$ cat config.mk
export PLATFORM = sky130hd
export DESIGN_NAME = tristate_bus_ctrl
export DESIGN_NICKNAME = d
export VERILOG_FILES = /design/src/rtl/tristate_bus_pkg.sv /design/src/rtl/bus_shift_reg.sv /design/src/rtl/tristate_bus_ctrl.sv
export SDC_FILE = /design/constraint.sdc
export NUM_CORES = 1
export LEC_CHECK = 0
export CAP_MARGIN = 20
export CORE_MARGIN = 5
export CORE_UTILIZATION = 44
export DETAILED_ROUTE_END_ITERATION = 10
export GPL_ROUTABILITY_DRIVEN = 0
export HOLD_SLACK_MARGIN = 0.1
export PLACE_DENSITY = 0.74
export SLEW_MARGIN = 20
export SYNTH_ARGS = -nofsm -noshare
export SYNTH_HDL_FRONTEND = slang
export SYNTH_SLANG_ARGS = --single-unit
$ cat constraint.sdc
create_clock -name clk -period 1.5 [get_ports clk]
set_input_delay 0.3 -clock clk [delete_from_list [all_inputs] [get_ports clk]]
set_output_delay 0.3 -clock clk [all_outputs]
set_load 0.05 [all_outputs]
$ cat src/rtl/tristate_bus_pkg.sv
`default_nettype none
// ============================================================================
// Module      : tristate_bus_pkg
// Description : Shared types and defaults for the tristate bus controller.
//               Holds the FSM state encoding, the default transfer width and
//               turnaround length, and the bit-counter width helper.
// Revision    : 1.0 - initial release
// ============================================================================
package tristate_bus_pkg;

    localparam int DATA_W_DEFAULT   = 8;
    localparam int TURN_CYC_DEFAULT = 2;

    typedef enum logic [1:0] {
        IDLE   = 2'd0,
        DRIVE  = 2'd1,
        TURN   = 2'd2,
        SAMPLE = 2'd3
    } bus_state_t;

    // The counter only ever holds reload values of (length - 1), so it needs
    // enough bits for max(DATA_W, TURN_CYC) - 1.
    function automatic int cnt_width(input int data_w, input int turn_cyc);
        int m;
        m = (data_w > turn_cyc) ? data_w : turn_cyc;
        return (m < 2) ? 1 : $clog2(m);
    endfunction

endpackage
`default_nettype wire

$ cat src/rtl/bus_shift_reg.sv
`default_nettype none
// ============================================================================
// Module      : bus_shift_reg
// Description : Left-shifting register shared by the drive and sample phases.
//               Parallel load for writes (MSB leaves first), serial-in for
//               reads (bits enter at the LSB end, so the first bit ends up
//               as the MSB).
// Ports       : clk, rst        - clock, synchronous active-high reset
//               load, load_data - parallel load (has priority over shift)
//               shift_en        - shift one position towards the MSB
//               serial_in       - bit entering at the LSB
//               par_out         - current register contents
// Revision    : 1.0 - initial release
// ============================================================================
module bus_shift_reg #(
    parameter int WIDTH = 8
) (
    input  logic             clk,
    input  logic             rst,
    input  logic             load,
    input  logic [WIDTH-1:0] load_data,
    input  logic             shift_en,
    input  logic             serial_in,
    output logic [WIDTH-1:0] par_out
);

    logic [WIDTH-1:0] r_shift;

    always_ff @(posedge clk) begin
        if (rst) begin
            r_shift <= '0;
        end else if (load) begin
            r_shift <= load_data;
        end else if (shift_en) begin
            r_shift <= {r_shift[WIDTH-2:0], serial_in};
        end
    end

    assign par_out = r_shift;

endmodule
`default_nettype wire

$ cat src/rtl/tristate_bus_ctrl.sv
`default_nettype none
// ============================================================================
// Module      : tristate_bus_ctrl
// Description : Half-duplex serial controller for one shared tristate wire.
//               Writes drive DATA_W bits MSB first, then release the bus for
//               TURN_CYC cycles. Reads release the bus for TURN_CYC cycles,
//               then sample DATA_W bits MSB first and pulse rx_valid.
//               The tristate buffer itself lives outside this block.
// Ports       : clk, rst                 - clock, synchronous active-high reset
//               cmd_valid/cmd_ready      - command handshake (ready only in IDLE)
//               cmd_read, cmd_data       - direction and write payload
//               buf_data, buf_enable     - to external tristate buffer
//               bus_in                   - resolved shared wire
//               rx_valid, rx_data        - read result
// Revision    : 1.0 - initial release
// ============================================================================
module tristate_bus_ctrl
    import tristate_bus_pkg::*;
#(
    parameter int DATA_W   = DATA_W_DEFAULT,
    parameter int TURN_CYC = TURN_CYC_DEFAULT
) (
    input  logic              clk,
    input  logic              rst,
    input  logic              cmd_valid,
    output logic              cmd_ready,
    input  logic              cmd_read,
    input  logic [DATA_W-1:0] cmd_data,
    output logic              buf_data,
    output logic              buf_enable,
    input  logic              bus_in,
    output logic              rx_valid,
    output logic [DATA_W-1:0] rx_data
);

    localparam int CNT_W = cnt_width(DATA_W, TURN_CYC);
    localparam logic [CNT_W-1:0] c_data_reload = CNT_W'(DATA_W - 1);
    localparam logic [CNT_W-1:0] c_turn_reload = CNT_W'(TURN_CYC - 1);

    bus_state_t        r_state;
    bus_state_t        w_state_nxt;
    logic [CNT_W-1:0]  r_cnt;
    logic [CNT_W-1:0]  w_cnt_nxt;
    logic              r_is_read;
    logic              r_rx_valid;
    logic [DATA_W-1:0] r_rx_data;

    logic              w_accept;
    logic              w_cnt_zero;
    logic              w_last_sample;
    logic              w_shift_en;
    logic              w_serial_in;
    logic [DATA_W-1:0] w_par;

    // Gating with rst keeps a command from being taken while reset is held.
    assign cmd_ready     = (r_state == IDLE) && !rst;
    assign w_accept      = cmd_valid && cmd_ready;
    assign w_cnt_zero    = (r_cnt == '0);
    assign w_last_sample = (r_state == SAMPLE) && w_cnt_zero;
    assign w_shift_en    = (r_state == DRIVE) || (r_state == SAMPLE);
    assign w_serial_in   = (r_state == SAMPLE) && bus_in;

    // ------------------------------------------------------------------
    // Next-state and counter reload
    // ------------------------------------------------------------------
    always_comb begin
        w_state_nxt = r_state;
        w_cnt_nxt   = r_cnt;
        case (r_state)
            IDLE: begin
                if (w_accept) begin
                    w_state_nxt = cmd_read ? TURN : DRIVE;
                    w_cnt_nxt   = cmd_read ? c_turn_reload : c_data_reload;
                end
            end
            DRIVE: begin
                if (w_cnt_zero) begin
                    w_state_nxt = TURN;
                    w_cnt_nxt   = c_turn_reload;
                end else begin
                    w_cnt_nxt = r_cnt - 1'b1;
                end
            end
            TURN: begin
                if (w_cnt_zero) begin
                    // The same turnaround state serves both directions: it
                    // precedes sampling on a read and follows driving on a write.
                    if (r_is_read) begin
                        w_state_nxt = SAMPLE;
                        w_cnt_nxt   = c_data_reload;
                    end else begin
                        w_state_nxt = IDLE;
                        w_cnt_nxt   = '0;
                    end
                end else begin
                    w_cnt_nxt = r_cnt - 1'b1;
                end
            end
            SAMPLE: begin
                if (w_cnt_zero) begin
                    w_state_nxt = IDLE;
                    w_cnt_nxt   = '0;
                end else begin
                    w_cnt_nxt = r_cnt - 1'b1;
                end
            end
            default: begin
                w_state_nxt = IDLE;
                w_cnt_nxt   = '0;
            end
        endcase
    end

    // ------------------------------------------------------------------
    // State, counter and read-result registers
    // ------------------------------------------------------------------
    always_ff @(posedge clk) begin
        if (rst) begin
            r_state    <= IDLE;
            r_cnt      <= '0;
            r_is_read  <= 1'b0;
            r_rx_valid <= 1'b0;
            r_rx_data  <= '0;
        end else begin
            r_state    <= w_state_nxt;
            r_cnt      <= w_cnt_nxt;
            r_rx_valid <= w_last_sample;
            if (w_accept) begin
                r_is_read <= cmd_read;
            end
            // rx_data is a separate holding register so that later writes,
            // which reuse the shift register, never disturb the last result.
            if (w_last_sample) begin
                r_rx_data <= {w_par[DATA_W-2:0], bus_in};
            end
        end
    end

    bus_shift_reg #(
        .WIDTH (DATA_W)
    ) u_shift (
        .clk       (clk),
        .rst       (rst),
        .load      (w_accept),
        .load_data (cmd_data),
        .shift_en  (w_shift_en),
        .serial_in (w_serial_in),
        .par_out   (w_par)
    );

    assign buf_enable = (r_state == DRIVE);
    assign buf_data   = buf_enable && w_par[DATA_W-1];
    assign rx_valid   = r_rx_valid;
    assign rx_data    = r_rx_data;

endmodule
`default_nettype wire

==> impl_metrics.py <==
metrics = {
    "global_route": {
        "grt_max_degree": 17,
        "antenna_found_initial": 0,
        "overflow": 0,
        "gr-usage-all-layers_pct": 16.1,
        "grt_pass1_vias": 1031,
        "grt_pass1_wl_um": 4400,
    },
    "cts": {
        "cts_max_level": 1,
        "clkTransAtPathRegs_ps": 130,
        "cts_sinks": 23,
        "clk_latency_ps": 310,
        "cts_tree": "done",
        "numCtsBuffers": 3,
        "cts_buffer_depth": 2,
        "cts_root_buffer": "clkbuf_4",
    },
    "routing": {
        "routedLengthMet1_um": 1210,
        "drt-initial-drc-count": 23,
        "antenna_left": 0,
        "wl_per_cell_um": 13.7,
        "highest_layer": "met4",
        "viasPerCell": 5.47,
        "routed-wl-met2_um": 1260,
        "route.met3.wl_um": 149,
        "vias": 1066,
        "drc": 0,
        "finalWirelength_um": 2680,
        "dr.pass1.iters": 4,
    },
    "synth": {
        "yosysSeqAreaShare_pct": 41.4,
        "synth.avg_cell_area_sq_um": 8.76,
        "synth_area_leaders": "dfxtp_1 (41%), a211oi_2 (6.7%), nand2_1 (6.7%), mux2i_1 (5.4%), a21oi_1 (3.6%)",
        "netlist.area_leader.share_pct": 41.4,
        "yosys.area.top_type": "dfxtp_1",
        "ys_ff_latch": 23,
        "syn-num-nets": 142,
        "netlist_instances": 127,
        "netlist_area_sq_mm": 0.00111,
        "ys.warnings.count": 0,
        "synth_cell_types": 35,
    },
    "finish": {
        "fin_area_sq_mm": 0.00171,
        "multi_input_area_sq_um": 627,
        "drive_gt1_share_pct": 33.9,
        "layout_commonest_cell": "nand2_1",
        "fill_cells": 180,
        "layout_common_cells": "nand2_1 (20), dfxtp_1 (19), buf_4 (17), buf_12 (12), clkdlybuf4s50_1 (11)",
        "nNetsFinal": 181,
        "diodes": 0,
        "syn_to_final_growth_pct": 53.7,
        "seqCellArea_sq_um": 468,
    },
    "worst_setup_path": {
        "path_class": "flip-flop to primary output",
        "worst_ep_required_time_ps": 1200,
        "cp.arrival_ps": 1210,
        "cp-start-kind": "flip-flop",
        "crit_fanout": 6,
        "cp-end-kind": "primary output",
    },
    "placement": {
        "hpwl_um": 1860,
        "post-place-ws_ps": -280,
        "placed_area_sq_mm": 0.00156,
        "io_buffers": 24,
    },
    "timing": {
        "period_needed_ps": 1510,
        "finalSetupViolCount": 2,
        "finalCritPeriodShare_pct": 101,
        "rsz0062_at_grt": "true",
        "max-slew-margin-rel_pct": 80.1,
        "worst_pin_slew_ps": 295,
        "fin_ws_ps": -8.97,
        "hold_viol_final": 0,
        "max_freq_ghz": 0.663,
        "slew_viol_final": 0,
        "finalClockSkew_ps": 13.0,
    },
    "floorplanning": {
        "io_pins": 25,
        "floorplan.initialDensity_pct": 45.3,
        "design.core.area_sq_mm": 0.00245,
        "die_w_um": 60.3,
        "rows": 18,
        "die_area_sq_mm": 0.00363,
        "chipHeight_um": 60.3,
    },
    "run_status": {
        "violations": "setup timing",
        "status": "finished, violations left",
    },
    "hold_path": {
        "hold_class": "flip-flop to flip-flop",
    },
    "pwr": {
        "p_leak_uw": 0.000641,
        "ir_drop_v": 0.000707,
        "power-per-cell-area_mw_per_mm2": 879,
    },
    "job": {
        "maxCapViolCount": 0,
    },
}
==> per-layer routing <==
metal	track usage (%)	vias to the layer above
li1	-	527
met1	19.6	495
met2	26.5	37
met3	2.59	7
met4	9.18	0
met5	0	-
==> logic make-up after synthesis <==
| group | after synthesis | synth area share, % |
|---|---|---|
| buf+inv | 14 | 6.19 |
| simple gates | 54 | 24.4 |
| mux | 6 | 5.40 |
| fa+ha+maj | 2 | 2.25 |
| flops | 23 | 41.4 |
| compound gates | 28 | 20.4 |
==> cell usage after synthesis <==
cell type and count:
o21ai_0 3, clkbuf_1 4, buf_4 1, mux2i_1 6
nor2_1 10, a211oi_2 6, a31oi_1 1, a311oi_1 3
and4b_1 1, ha_1 2, clkbuf_2 1, nand2b_1 2
and2_1 1, and3b_1 1, nand3b_1 2, nand3_1 4
or3_1 1, a221oi_1 1, nor2b_1 6, nor4_1 1
nor3_1 2, buf_2 3, a31o_2 1, nor3b_1 1
or4b_1 1, dfxtp_1 23, nand4b_1 1, nand2_1 20
a21oi_1 8, a211o_1 1, a211oi_1 3, inv_1 3
buf_6 1, a311oi_2 1, buf_1 1
==> critical path, stage by stage, from the launching register on <==
cell and delay, ps:
dfxtp_4 380, buf_8 130, nor3_4 220, buf_12 170
==> state kept, by name (all words and copies together), names as in the netlist <==
signal,flops
rx_valid,1
u_shift.par_out,8
r_is_read,1
r_state,2
rx_data,8
r_cnt,3
==> timing repair <==
item | in CTS | in global routing
buffers inserted | 6 | 4
endpoints found under the setup margin | 7 | 11
gates cloned | 0 | 0
gates resized for setup | 9 | 10
hold buffers | 0 | 0
pin swaps | 2 | 3
==> metrics by stage <==
| stage | cells | total power, uW | hold WS [ps] | util [%] | TNS, ps |
|---|---|---|---|---|---|
| detailed placement | 181 | 1130 | 467 | 63.4 | -2660 |
| floorplan | 127 | 977 | 423 | - | -116 |
| global placement | 181 | 1120 | 462 | 63.4 | -2360 |
| finish | 195 | 1500 | 481 | 69.6 | -16.9 |
| CTS | 191 | 1460 | 481 | 67.1 | -55.5 |
| global route | 195 | 1600 | 514 | 69.6 | -209 |
==> worst paths after layout <==
path | start | endpoint | slack [ps] | cells after the start
setup / recovery | r_state[0]$_SDFFE_PP0P_ | cmd_ready | -9 | 3
setup reg to reg | r_state[0]$_SDFFE_PP0P_ | r_cnt[0]$_SDFFE_PP0P_ | 90 | 5
hold / removal | u_shift.par_out[6]$_SDFFE_PP0P_ | rx_data[7]$_SDFFE_PP0P_ | 480 | 2
hold reg to reg | u_shift.par_out[6]$_SDFFE_PP0P_ | rx_data[7]$_SDFFE_PP0P_ | 480 | 2
==> final cells by class <==
class,instances,area share (%)
Timing Repair Buffer,45,31.6
Inverter,3,0.659
Tap cell,30,2.20
Clock buffer,4,1.54
Sequential cell,23,27.4
Multi-Input combinational cell,90,36.7
==> where the power goes <==
part / switching, uW / internal [uW] / leakage (uW) / total, uW
combinational: 245 / 269 / 0.000437 / 514
sequential: 42.5 / 661 / 0.000189 / 703
clock: 182 / 104 / 0.0000150 / 286
total: 470 / 1030 / 0.000641 / 1500
Power figures use the tool's default switching activity.
==> variant (same settings) <==
Re-encode `bus_state_t` (4 states) as one-hot, 4 bits wide.
--- a/src/rtl/tristate_bus_pkg.sv
+++ b/src/rtl/tristate_bus_pkg.sv
@@ -11,11 +11,11 @@
     localparam int DATA_W_DEFAULT   = 8;
     localparam int TURN_CYC_DEFAULT = 2;
 
-    typedef enum logic [1:0] {
-        IDLE   = 2'd0,
-        DRIVE  = 2'd1,
-        TURN   = 2'd2,
-        SAMPLE = 2'd3
+    typedef enum logic [3:0] {
+        IDLE   = 4'b0001,
+        DRIVE  = 4'b0010,
+        TURN   = 4'b0100,
+        SAMPLE = 4'b1000
     } bus_state_t;
 
     // The counter only ever holds reload values of (length - 1), so it needs
Function: same outputs for any inputs over 10 cycles, from zero or initial values and one cycle with rst high; not proved beyond that.
==> variant against the unedited design <==
- the flow still finishes with violations (setup timing)
- sequential power up 5.1%
- power down 5.0%
- routed wire length is 14% higher
- fmax down 10%
- design area up 12%
- sequential share of layout area shrank 0.66 points
- combinational power shrank 22%
- utilization down 1.3 points
- synthesized area is 17% higher
- sequential cell count increased by 2
- worst setup slack lost 0.18 ns
- largest cell class unchanged
==> variant: results (changes against the unedited design) <==
Status:
- The run finished, with violations left.
- The checks that failed: setup timing.

Power and ir drop:
- The leakage power total is 0.8583 nW (+34%).

Synthesis:
- The adder and majority gate portion of the synthesized area is 1.921% (-0.33 points).
- The distinct cell type count of the synthesized netlist is 31 (-11%).
- The fraction of the mapped netlist area in compound gates is 18.83% (-1.5 points).
- The synthesized netlist net count is 155 (+9.2%).

GRT:
- The number of global-route vias before repair is 1119 (+8.5%).
- The largest net degree at the start of global routing is 23 (+6).
- The overall global routing resource usage is 15.20% (-0.91 points).

Hold path:
- The launch instance of the worst min-delay path is r_cnt[0].
- For hold timing, the worst endpoint is r_cnt[0].

Setup path:
- The top cell family by delay on the critical path is simple AND/OR/NAND/NOR gates.
- The slack of the worst reg-to-reg path is -0.01 ns (-0.10 ns).
- The arrival time at the worst endpoint is 1.38 ns (+0.17 ns).
- The highest fanout seen on the critical path is 4 (-2).
- The standard cell with the maximum stage delay on the critical path is dfxtp_2.

STA:
- The final number of setup-violating endpoints was 6 (+4).
- The slack of the critical path is -0.1848 ns (-0.1758 ns).
- The worst setup skew after layout is 0.004867 ns (-0.008125 ns).
- The setup total negative slack came to -0.4497 ns (-0.4329 ns).

Detailed routing:
- The detailed router's first-iteration violation count came to 61 (+170%).
- The routed wire length per instance is 14.64 um (+6.7%).

Placed design:
- The half-perimeter wire length after placement is 2176 um (+17%).

Layout:
- The fraction of layout instances using a drive strength above 1 is 35.39% (+1.5 points).
## variant: worst reg2reg max path, delay by kind of cell, from the launching register on
family,cells,cell delay [ns]
AOI/OAI and AO/OA,1,0.06
buffers and inverters,1,0.18
DFF,1,0.37
and+or+nand+nor,3,0.78
## variant: stage by stage
| step | utilization (%) | hold WS [ns] | cells | total power, mW | setup slack [ns] |
|---|---|---|---|---|---|
| final | 68.29 | 0.5282 | 209 | 1.428 | -0.1848 |
| after global routing | 68.29 | 0.5669 | 209 | 1.515 | -0.2465 |
| after CTS | 66.59 | 0.5385 | 209 | 1.404 | -0.1966 |
| after detailed placement | 63.11 | 0.5168 | 200 | 1.090 | -0.09553 |
| after global placement | 63.11 | 0.4982 | 200 | 1.080 | -0.06323 |
| after floorplan | - | 0.4306 | 140 | 0.9616 | -0.03480 |
## variant: metal layers
layer | wire, um | vias up | global-route usage, %
met5 | 0 | - | 0
met1 | 1277 | 520 | 19.17
met4 | 17 | 0 | 3.166
met2 | 1600 | 42 | 26.16
li1 | - | 573 | -
met3 | 163 | 2 | 3.853
## variant: final cells by class
class	count	area (sq um)	area share, %
clock buffers	4	26.28	1.372
flip-flops and latches	25	511.7	26.71
inverters	5	18.77	0.9798
repair buffers	42	511.7	26.71
well taps	31	38.79	2.025
multi-input cells	102	808.3	42.19
## variant: power groups by stage
stage                     clock, mW  sequential, mW  combinational (mW)
final                         0.290           0.739               0.399
after global routing          0.334           0.745               0.435
after floorplan                   0           0.741               0.221
after detailed placement          0           0.751               0.339
after CTS                     0.302           0.736               0.366
after global placement            0           0.749               0.331
## variant: worst max path at each step
| stage | to | slack (ns) | cells after the start |
|---|---|---|---|
| 3_5_place_dp | u_shift.par_out[2] | -0.1 | 4 |
| 3_3_place_gp | r_is_read | -0.06 | 4 |
| 6_report | cmd_ready | -0.18 | 3 |
| 2_1_floorplan | cmd_ready | -0.03 | 3 |
| 5_1_grt | cmd_ready | -0.25 | 3 |
| 4_1_cts | cmd_ready | -0.20 | 3 |
## variant: cells by family after synthesis
group	Yosys count
buf+inv	13
fa+ha+maj	2
mux	16
xor+xnor	1
simple gates	51
compound gates	32
flops	25
## variant: what timing repair did
item,4_1_cts,5_1_grt
resized for setup,10,13
endpoints found under the setup margin,12,24
buffers inserted,5,0
pin swaps,2,6
